===== src/rtl/and_gate_pkg.sv =====
// Shared types and constants for the and_gate built-in self-test.
package and_gate_pkg;

  typedef enum logic [1:0] {
    IDLE  = 2'd0,
    DRIVE = 2'd1,
    DRAIN = 2'd2,
    DONE  = 2'd3
  } state_t;

  localparam int PAT_W     = 2;
  localparam int NUM_PAT   = 4;
  localparam int CHECK_LAT = 2;

endpackage


===== src/rtl/sat_counter.sv =====
// Saturating up-counter with synchronous clear and asynchronous reset.
module sat_counter #(
  parameter int W = 8
) (
  input  logic         clk,
  input  logic         reset,
  input  logic         clear,
  input  logic         inc,
  output logic [W-1:0] count
);

  always_ff @(posedge clk or posedge reset) begin
    if (reset) begin
      count <= '0;
    end else if (clear) begin
      count <= '0;
    end else if (inc && (count != {W{1'b1}})) begin
      count <= count + 1'b1;
    end
  end

endmodule


===== src/rtl/and_gate_bist.sv =====
// Exhaustive pattern driver and result checker for the registered and_gate cell.
// Results come back two edges after the drive, so expectations ride a valid pipeline.
module and_gate_bist
  import and_gate_pkg::*;
#(
  parameter int NUM_PASSES = 4,
  parameter int ERR_W      = 8
) (
  input  logic             clk,
  input  logic             reset,
  input  logic             start,
  output logic             dut_a,
  output logic             dut_b,
  input  logic             dut_y,
  output logic             busy,
  output logic             done,
  output logic             pass,
  output logic [ERR_W-1:0] err_count,
  output logic [3:0]       fail_vec,
  output state_t           fsm_state
);

  localparam int PASS_W = $clog2(NUM_PASSES) + 1;

  // Handshake: start is a level; it is accepted on any rising edge where the
  // FSM is in IDLE or DONE, and has no effect in DRIVE or DRAIN.
  state_t              state;
  logic [PAT_W-1:0]    pat;
  logic [PASS_W-1:0]   pass_cnt;
  logic                drain_cnt;
  logic                start_ok;
  logic                last_pat;

  logic [CHECK_LAT-1:0] vld_pipe;
  logic [CHECK_LAT-1:0] exp_pipe;
  logic [PAT_W-1:0]     idx_pipe [CHECK_LAT];
  logic                 mismatch;
  logic [PAT_W-1:0]     chk_idx;

  assign start_ok  = start && ((state == IDLE) || (state == DONE));
  assign last_pat  = (pat == PAT_W'(NUM_PAT - 1)) && (pass_cnt == PASS_W'(NUM_PASSES - 1));
  assign mismatch  = vld_pipe[CHECK_LAT-1] && (dut_y != exp_pipe[CHECK_LAT-1]);
  assign chk_idx   = idx_pipe[CHECK_LAT-1];
  assign pass      = done && (err_count == '0);
  assign fsm_state = state;

  always_ff @(posedge clk or posedge reset) begin
    if (reset) begin
      state     <= IDLE;
      dut_a     <= 1'b0;
      dut_b     <= 1'b0;
      busy      <= 1'b0;
      done      <= 1'b0;
      pat       <= '0;
      pass_cnt  <= '0;
      drain_cnt <= 1'b0;
    end else begin
      case (state)
        IDLE, DONE: begin
          dut_a <= 1'b0;
          dut_b <= 1'b0;
          if (start_ok) begin
            state    <= DRIVE;
            busy     <= 1'b1;
            done     <= 1'b0;
            pat      <= '0;
            pass_cnt <= '0;
          end
        end
        DRIVE: begin
          dut_a <= pat[1];
          dut_b <= pat[0];
          pat   <= pat + 1'b1;
          if (pat == PAT_W'(NUM_PAT - 1)) pass_cnt <= pass_cnt + 1'b1;
          if (last_pat) begin
            state     <= DRAIN;
            drain_cnt <= 1'b0;
          end
        end
        DRAIN: begin
          dut_a     <= 1'b0;
          dut_b     <= 1'b0;
          drain_cnt <= 1'b1;
          // Second drain edge is also the edge of the final check.
          if (drain_cnt) begin
            state <= DONE;
            busy  <= 1'b0;
            done  <= 1'b1;
          end
        end
        default: state <= IDLE;
      endcase
    end
  end

  // Stage 0 is loaded on the same edge the pattern is driven onto dut_a/dut_b.
  always_ff @(posedge clk or posedge reset) begin
    if (reset) begin
      vld_pipe <= '0;
      exp_pipe <= '0;
      for (int i = 0; i < CHECK_LAT; i++) idx_pipe[i] <= '0;
    end else begin
      vld_pipe[0] <= (state == DRIVE);
      exp_pipe[0] <= &pat;
      idx_pipe[0] <= pat;
      for (int i = 1; i < CHECK_LAT; i++) begin
        vld_pipe[i] <= vld_pipe[i-1];
        exp_pipe[i] <= exp_pipe[i-1];
        idx_pipe[i] <= idx_pipe[i-1];
      end
    end
  end

  always_ff @(posedge clk or posedge reset) begin
    if (reset) begin
      fail_vec <= '0;
    end else if (start_ok) begin
      fail_vec <= '0;
    end else if (mismatch) begin
      fail_vec[chk_idx] <= 1'b1;
    end
  end

  sat_counter #(.W(ERR_W)) u_err_cnt (
    .clk   (clk),
    .reset (reset),
    .clear (start_ok),
    .inc   (mismatch),
    .count (err_count)
  );

endmodule


===== config.mk =====
export PLATFORM = sky130hd
export DESIGN_NAME = and_gate_bist
export DESIGN_NICKNAME = d
export VERILOG_FILES = /design/src/rtl/and_gate_pkg.sv /design/src/rtl/sat_counter.sv /design/src/rtl/and_gate_bist.sv
export SDC_FILE = /design/constraint.sdc
export NUM_CORES = 1
export LEC_CHECK = 0
export CORE_MARGIN = 2
export CORE_UTILIZATION = 45
export CTS_CLUSTER_SIZE = 14
export DETAILED_ROUTE_END_ITERATION = 7
export PLACE_DENSITY = 0.69
export SYNTH_ARGS = -nofsm -noshare
export SYNTH_HDL_FRONTEND = slang
export SYNTH_SLANG_ARGS = --single-unit

===== constraint.sdc =====
create_clock -name clk -period 4.3 [get_ports clk]
set_input_delay 1.29 -clock clk [delete_from_list [all_inputs] [get_ports clk]]
set_output_delay 1.29 -clock clk [all_outputs]
set_load 0.1 [all_outputs]

Word-level counts from Yosys, hierarchy flattened --
Index checks and enable logic that the tools add are counted.
Storage, ports and cells: output and inout port bits 19, word-level logic and storage cells 78, register bits 32, input bits 4
Cells by class: bitwise operators 1, equal/unequal tests 11, magnitude comparators 2, add/sub/neg operators 3, reductions and logical operators 22, multiplexer cells 25
Operators by type and width (number):
- 2-to-1 mux 8 bit | 2
- case mux 1 bit (2 select lines) | 5
- nonzero test 2 bit | 5
- AND reduction 3 bit | 3
- adder 8 x 1 -> 8 bit (second input constant) | 1
- zero test 8 bit | 1
- 2-to-1 mux 2 bit | 4
- 2-to-1 mux 4 bit | 2
- != test 2 bit (second input constant) | 4
- != test 8 bit (second input constant) | 1
- == test 2 bit (second input constant) | 3
- logical AND 1 bit | 6
- 2-to-1 mux 1 bit | 6
- 2-to-1 mux 3 bit | 2
- case mux 2 bit (3 select lines) | 1
- case mux 3 bit (2 select lines) | 1
- AND reduction 2 bit | 3
- OR 4 bit | 1
- case mux 2 bit (2 select lines) | 1
- adder 3 x 1 -> 3 bit (second input constant) | 1
- == test 3 x 2 -> 1 bit (second input constant) | 1
- less-than comparator 2 x 3 -> 1 bit (second input constant) | 1
- OR reduction 3 bit | 1
- adder 2 x 1 -> 2 bit (second input constant) | 1
- other kinds (7) | 7

Depth between registers and ports, before layout --
depth after elaboration 7, depth in mapped cells 7, gate-level depth less buffers 6

Hierarchy --
A second synthesis with hierarchy kept.
Unflattened totals: cell total of the unflattened synthesis 143, area, all modules 1576.5 sq um
By module, submodules not included:
- and_gate_bist | area an instance 1072.3 sq um, instances 1, cells an instance 94
- sat_counter | area an instance 504.2 sq um, instances 1, cells an instance 49

Worst setup path after synthesis --
No wires, ideal clock.
path type reg2out, from register u_err_cnt.count[0], to output port pass, data arrival time 2830 ps, path slack 180 ps, stages on the path, launching flop included 5, cell sequence dfrtp_1 > inv_1 > ha_1 > or4bb_1 > nor2_1
On the way: word-level cells in the longest chain between the ends 2
RTL lines:
- from (decl) | line sat_counter.sv:9 | output logic [W-1:0] count
- from (signal assigned) | line sat_counter.sv:18 | count <= count + 1'b1;
- zero test 8 bit | line and_gate_bist.sv:44 | assign pass = done && (err_count == '0);
- logical AND 1 bit | line and_gate_bist.sv:44
- to (decl) | line and_gate_bist.sv:17 | output logic pass,
Every way passes these cells.

Worst setup path in the final report --
from register u_err_cnt.count[2], to output port err_count[2]
RTL lines:
- to (decl) | line and_gate_bist.sv:18 | output logic [ERR_W-1:0] err_count,
No word-level cell between the ends.

==> results.md <==
Power:
- Dividing total power by cell area gives a power density of 751.9 mW/mm^2.
- The post-route total power is 1.367 mW.
- The worst voltage drop across the vdd grid is 0.6249 mV.
- In this run the static leakage power is 0.8267 nW.

Yosys:
- The post-synthesis sequential element count is 32.
- The synthesized netlist cell count is 141.
- The share of synthesized registers carrying an async set or reset is 1.000.
- Counting flops with a built-in enable in the synthesized netlist gives 0.
- The post-synthesis sequential area ratio is 0.5410.
- The flip-flop cell with the highest count after synthesis is sky130_fd_sc_hd__dfrtp_1.
- Yosys mapped the design onto 34 distinct sky130hd cell types.
- The average size of a mapped cell is 10.50 um^2.
- The total standard cell area after synthesis is 0.001480 mm^2.
- The post-synth net total is 153.
- The total of warnings raised by yosys is 0.

Worst setup path:
- Together, buffers and inverters on the worst path number 1.
- The start-to-end type of the worst setup path is flip-flop to output pin.
- The worst setup path is captured at an output pin.
- The slowest stage of the critical path belongs to the cell sky130_fd_sc_hd__clkdlybuf4s50_1.
- For this run, the slowest stage of the critical path takes 1170 ps.
- The signal on the critical path passes through clkdlybuf4s50_1.
- The category of the worst setup path launch point is a flip-flop.
- Data on the critical path arrives at its endpoint at 1950 ps.
- The critical path data required time is 3010 ps.
- Grouping stages by cell kind, the critical path spends the most delay in buffers and inverters.
- The maximum fanout along the worst path is 8.

GRT:
- The overflow left after global routing is 0.
- The pin count of the biggest net entering global routing is 33.
- The via count of the first global-routing pass is 1162.
- The initial antenna violation count is 0.
- The wire length of the first global-routing pass is 4823 um.
- Across every metal layer, demand over resource in global routing totals 0.1775.

Timing:
- The post-route worst hold slack is 352.6 ps.
- After layout, the minimum clock period comes to 3238 ps.
- The sum of negative setup slack is 0 ps.
- The achievable frequency is 308.9 MHz.
- Setup repair after global routing left no endpoint under its margin.
- The slew at the pin with the worst max-slew slack is 973.8 ps.
- The total count of hold-check failures in the final report is 0.
- The count of endpoints failing setup in the final report is 0.
- Measured against its own limit, the worst slew margin works out to 0.3488.
- The final critical-path setup slack is 1062 ps.
- Dividing the final minimum period by the clock period gives 0.7530.
- On the final layout, the worst clock skew is 7.451 ps.
- The number of slew-limit violations in the final report was 0.

Clock tree:
- The post-cts repair resize count is 0.
- The number of buffers added by the clock tree synthesis step is 5.
- In this run the post-CTS setup repair buffer count came out at 0.
- After clock tree synthesis, the clock-pin slew on the worst setup and hold paths is 90 ps.
- The clock insertion delay at the later pin of the skew report is 320 ps.
- The longest clock path from root to sink contains 2 buffers.
- The clock net in this run drives a total of 32 sinks.
- The root buffer cell is sky130_fd_sc_hd__clkbuf_4.
- The level count of the clock H-tree is 2.
- TritonCTS built the clock tree.
- The number of hold-repair buffers added at the cts stage is 0.

Floorplan:
- From left edge to right edge, the die measures 61.35 um.
- The number of rows in the core area is 20.
- The height of the chip is 61.35 um.
- The core region is 0.003103 mm^2.
- The initial utilization of the core area, before any placement, comes to 0.4770.
- The floorplan step defined a die boundary enclosing 0.003764 mm^2.
- The count of pins on the block boundary is 23.

Routing:
- For this block, the via count after detailed routing is 1123.
- The detailed-router iteration count before antenna repair is 4.
- After detailed routing, the average wire length per cell comes to 12.85 um.
- The detail route stage leaves a number of antenna-violating nets equal to 0.
- For this run, design rule violations remaining after detail routing come to 0.
- The final routed wirelength across all metal layers is 2725 um.
- The detail-routed via count per cell is 5.297.
- After the first detailed-routing iteration, the DRC count stood at 53.

Place:
- The HPWL after detailed placement is 1995 um.
- The setup slack at placement is 1409 ps.
- In this run, placement finished with an instance count of 204.
- Summing all placed instances gives a cell area of 0.001742 mm^2.
- The count of buffers inserted at the top-level ports is 22.
- The routability congestion estimate from global placement is 0.8077.

Finish:
- Measured on the finished design, the core utilization comes to 0.5859.
- Compared with the post-synthesis result, the final layout area differs by 22.82%.
- The ratio of cells with drive above 1 in the final layout is 0.07738.
- The finished layout holds 212 standard cells, fillers aside.
- The final instance area is 0.001818 mm^2.
- Fill cells in the final layout number 304.
- The count of inserted antenna diode cells is 0.
- After the last flow step, the layout net total stands at 179.

Run:
- Across the run, the number of max-cap violations was 0.

Hold path:
- The type of the tightest min-delay check is flip-flop to flip-flop.

Outcome:
- The flow ran to the end, and the final reports show no timing, DRC or antenna violations.
[metal layers]
metal / vias up / part of all wire / global-route usage
met4: 0 / 0.011 / 0.09119
met1: 549 / 0.42 / 0.2077
met3: 4 / 0.049 / 0.04412
met2: 28 / 0.52 / 0.3024
met5: - / 0 / 0
li1: 542 / - / -
[final timing paths]
kind / endpoint / cells after the start / slack (ps) / from
setup / recovery: err_count[2] / 1 / 1060 / u_err_cnt.count[2]$_DFFE_PP0P_
hold / removal: vld_pipe[1]$_DFF_PP0_ / 0 / 350 / vld_pipe[0]$_DFF_PP0_
setup reg to reg: fsm_state[1]$_DFFE_PP0P_ / 6 / 2430 / fsm_state[0]$_DFFE_PP0P_
hold reg to reg: vld_pipe[1]$_DFF_PP0_ / 0 / 350 / vld_pipe[0]$_DFF_PP0_
max in group asynchronous: pass_cnt[0]$_DFFE_PP0P_ / 3 / 2680 / reset
min in group asynchronous: fail_vec[3]$_DFFE_PP0P_ / 3 / 1340 / reset
[registers in the layout, summed over array words and instances, names as in the netlist]
name             cells
u_err_cnt.count      8
dut_a                1
dut_b                1
busy                 1
chk_idx              2
vld_pipe             2
drain_cnt            1
fsm_state            2
pass_cnt             3
exp_pipe             2
fail_vec             4
done                 1
idx_pipe             2
pat                  2
[layout make-up]
class,instances,area (um^2),area share
clock buffer,6,41.29,0.02271
clock inverter,2,35.03,0.01927
inverter,13,48.80,0.02684
multi-input combinational,92,611.8,0.3365
sequential,32,800.8,0.4405
tap,44,55.05,0.03028
timing repair buffer,23,225.2,0.1239
[synthesized netlist by cell type, types with 3 or more instances]
master | n | area [um^2]
sky130_fd_sc_hd__nand3_1 | 4 | 20.02
sky130_fd_sc_hd__dfrtp_1 | 32 | 800.8
sky130_fd_sc_hd__or3_1 | 3 | 18.77
sky130_fd_sc_hd__o21ai_0 | 10 | 50.05
sky130_fd_sc_hd__ha_1 | 8 | 100.1
sky130_fd_sc_hd__a21oi_1 | 9 | 45.04
sky130_fd_sc_hd__inv_1 | 13 | 48.80
sky130_fd_sc_hd__nor2_1 | 10 | 37.54
sky130_fd_sc_hd__nand2_1 | 13 | 48.80
sky130_fd_sc_hd__mux2i_1 | 3 | 30.03
sky130_fd_sc_hd__a31oi_1 | 5 | 31.28
[placed cells by master (no fill, tap or decap), types with 2 or more instances in the layout]
cell type and count:
sky130_fd_sc_hd__dfrtp_1 32, sky130_fd_sc_hd__clkdlybuf4s50_1 21, sky130_fd_sc_hd__inv_1 13, sky130_fd_sc_hd__nand2_1 13, sky130_fd_sc_hd__o21ai_0 10, sky130_fd_sc_hd__nor2_1 10, sky130_fd_sc_hd__a21oi_1 9, sky130_fd_sc_hd__ha_1 8
sky130_fd_sc_hd__a31oi_1 5, sky130_fd_sc_hd__clkbuf_4 5, sky130_fd_sc_hd__nand3_1 4, sky130_fd_sc_hd__mux2i_1 3, sky130_fd_sc_hd__or3_1 3, sky130_fd_sc_hd__a22o_1 2, sky130_fd_sc_hd__and2_2 2, sky130_fd_sc_hd__nand4_1 2
sky130_fd_sc_hd__nand3b_1 2, sky130_fd_sc_hd__o31ai_1 2, sky130_fd_sc_hd__or4_1 2, sky130_fd_sc_hd__and2_1 2, sky130_fd_sc_hd__buf_4 2
[where the power goes]
group	internal (mW)	switching (mW)
clock network	0.122	0.0990
logic	0.183	0.526
registers	0.380	0.0572
total	0.685	0.682
[kinds of logic after synthesis]
| logic type | synth area share |
|---|---|
| buffers and inverters | 0.04564 |
| XOR/XNOR | 0.01691 |
| flip-flops | 0.5410 |
| multiplexers | 0.02029 |
| adder cells (fa/ha/maj) | 0.06763 |
| AND/OR/NAND/NOR | 0.1632 |
| AO/OA/AOI/OAI | 0.1454 |
Power figures use the tool's default switching activity.
==> RTL edit, RTL diff (same settings) <==
The parameter `NUM_PASSES` goes from 4 to 16.
--- a/src/rtl/and_gate_bist.sv
+++ b/src/rtl/and_gate_bist.sv
@@ -3,7 +3,7 @@
 module and_gate_bist
   import and_gate_pkg::*;
 #(
-  parameter int NUM_PASSES = 4,
+  parameter int NUM_PASSES = 16,
   parameter int ERR_W      = 8
 ) (
   input  logic             clk,
Behaviour: no difference found for any inputs over 10 cycles, from zero or initial values and one cycle with reset high; that may be too few to reach the edited logic, so the function may still have changed.
==> RTL edit against the original RTL <==
Register-to-register slack improved by 140 ps; power grew 1.1%; design area rose by 6.7%; wire length rose by 16%; worst setup slack got worse by 120 ps; sequential cell count rose by 2; core utilization is 1.3 points lower; area after synthesis up 9.0%; synthesized cell count is 11% higher; highest routed layer unchanged.
==> RTL edit: results (changes against the original RTL) <==
| Metric | Value |
|---|---|
| Status | complete, no violations (unchanged) |
| First-pass GRT wire length | 5637 um (was 4823 um) |
| Pre-CTS setup slack | 1314 ps (was 1409 ps) |
| Routed wl met2 | 1662 um (was 1404 um) |
| Inst Count DP | 221 (was 204) |
| Post-synthesis adder-cell area fraction | 6.206% (was 6.762%) |
| Mux share of post-synthesis cell area | 1.241% (was 2.029%) |
| Post-synth net total | 169 (was 153) |
| Post-route insts no fill | 229 (was 212) |
| Synth top area cells | dfrtp_1 (53%), ha_1 (6.2%), o21ai_0 (3.4%) (was dfrtp_1 (54%), ha_1 (6.8%), o21ai_0 (3.4%)) |
| Mean Syn Cell Area | 10.27 um2 (was 10.50 um2) |
| Routed length on met1 | 1311 um (was 1155 um) |
| Number of vias per cell | 5.445 (was 5.297) |
| Layout cells sized above 1 | 9.290% (was 7.738%) |
| Grt met1 use | 20.60% (was 20.77%) |
| Internal reg-to-reg setup slack | 2570 ps (was 2430 ps) |
| Final Skew | 8.520 ps (was 7.451 ps) |
| Nets@finish | 194 (was 179) |
| Worst Setup EP | err_count[4] (was err_count[2]) |
| Filler instances | 299 (was 304) |
| Arrival @ worst endpoint | 2070 ps (was 1950 ps) |
| Detailed Route WL | 3156 um (was 2725 um) |
| Crit path launch | u_err_cnt.count[4] (was u_err_cnt.count[2]) |
| Metal3 WL | 128 um (was 134 um) |
| PwrDens | 711.9 nW/um2 (was 751.9 nW/um2) |
| Synth Area in Compound Gates | 15.52% (was 14.54%) |
| Total GRT Usage | 17.92% (was 17.75%) |
| Largest registers | u_err_cnt.count (8), pass_cnt (5), fail_vec (4) (was u_err_cnt.count (8), fail_vec (4), pass_cnt (3)) |
| Number of global-route vias before repair | 1204 (was 1162) |
| RR Endpoint | pass_cnt[3] (was fsm_state[1]) |
## RTL edit: final cells by class
type | instances | area share (%)
Clock inverter | 1 | 0.2579
Tap cell | 46 | 2.966
Timing Repair Buffer | 23 | 11.61
Sequential cell | 34 | 43.84
Multi-Input combinational cell | 105 | 35.98
Inverter | 13 | 2.515
Clock buffer | 7 | 2.837
## RTL edit: how the worst min path moves through the flow
| stage | from | to | slack (ps) | cells past startpoint |
|---|---|---|---|---|
| after global routing | exp_pipe[0] | exp_pipe[1] | 370 | 0 |
| after detailed placement | exp_pipe[0] | exp_pipe[1] | 350 | 0 |
| after global placement | exp_pipe[0] | exp_pipe[1] | 330 | 0 |
| after CTS | idx_pipe[2] | chk_idx[0] | 370 | 0 |
| final | idx_pipe[2] | chk_idx[0] | 360 | 0 |
| after floorplan | idx_pipe[2] | chk_idx[0] | 330 | 0 |
## RTL edit: worst reg2reg max path, stage by stage (launching register included)
cell,delay (ps)
dfrtp_1,420
inv_1,60
ha_1,390
nand2b_1,310
o21ai_2,180
a22o_1,270
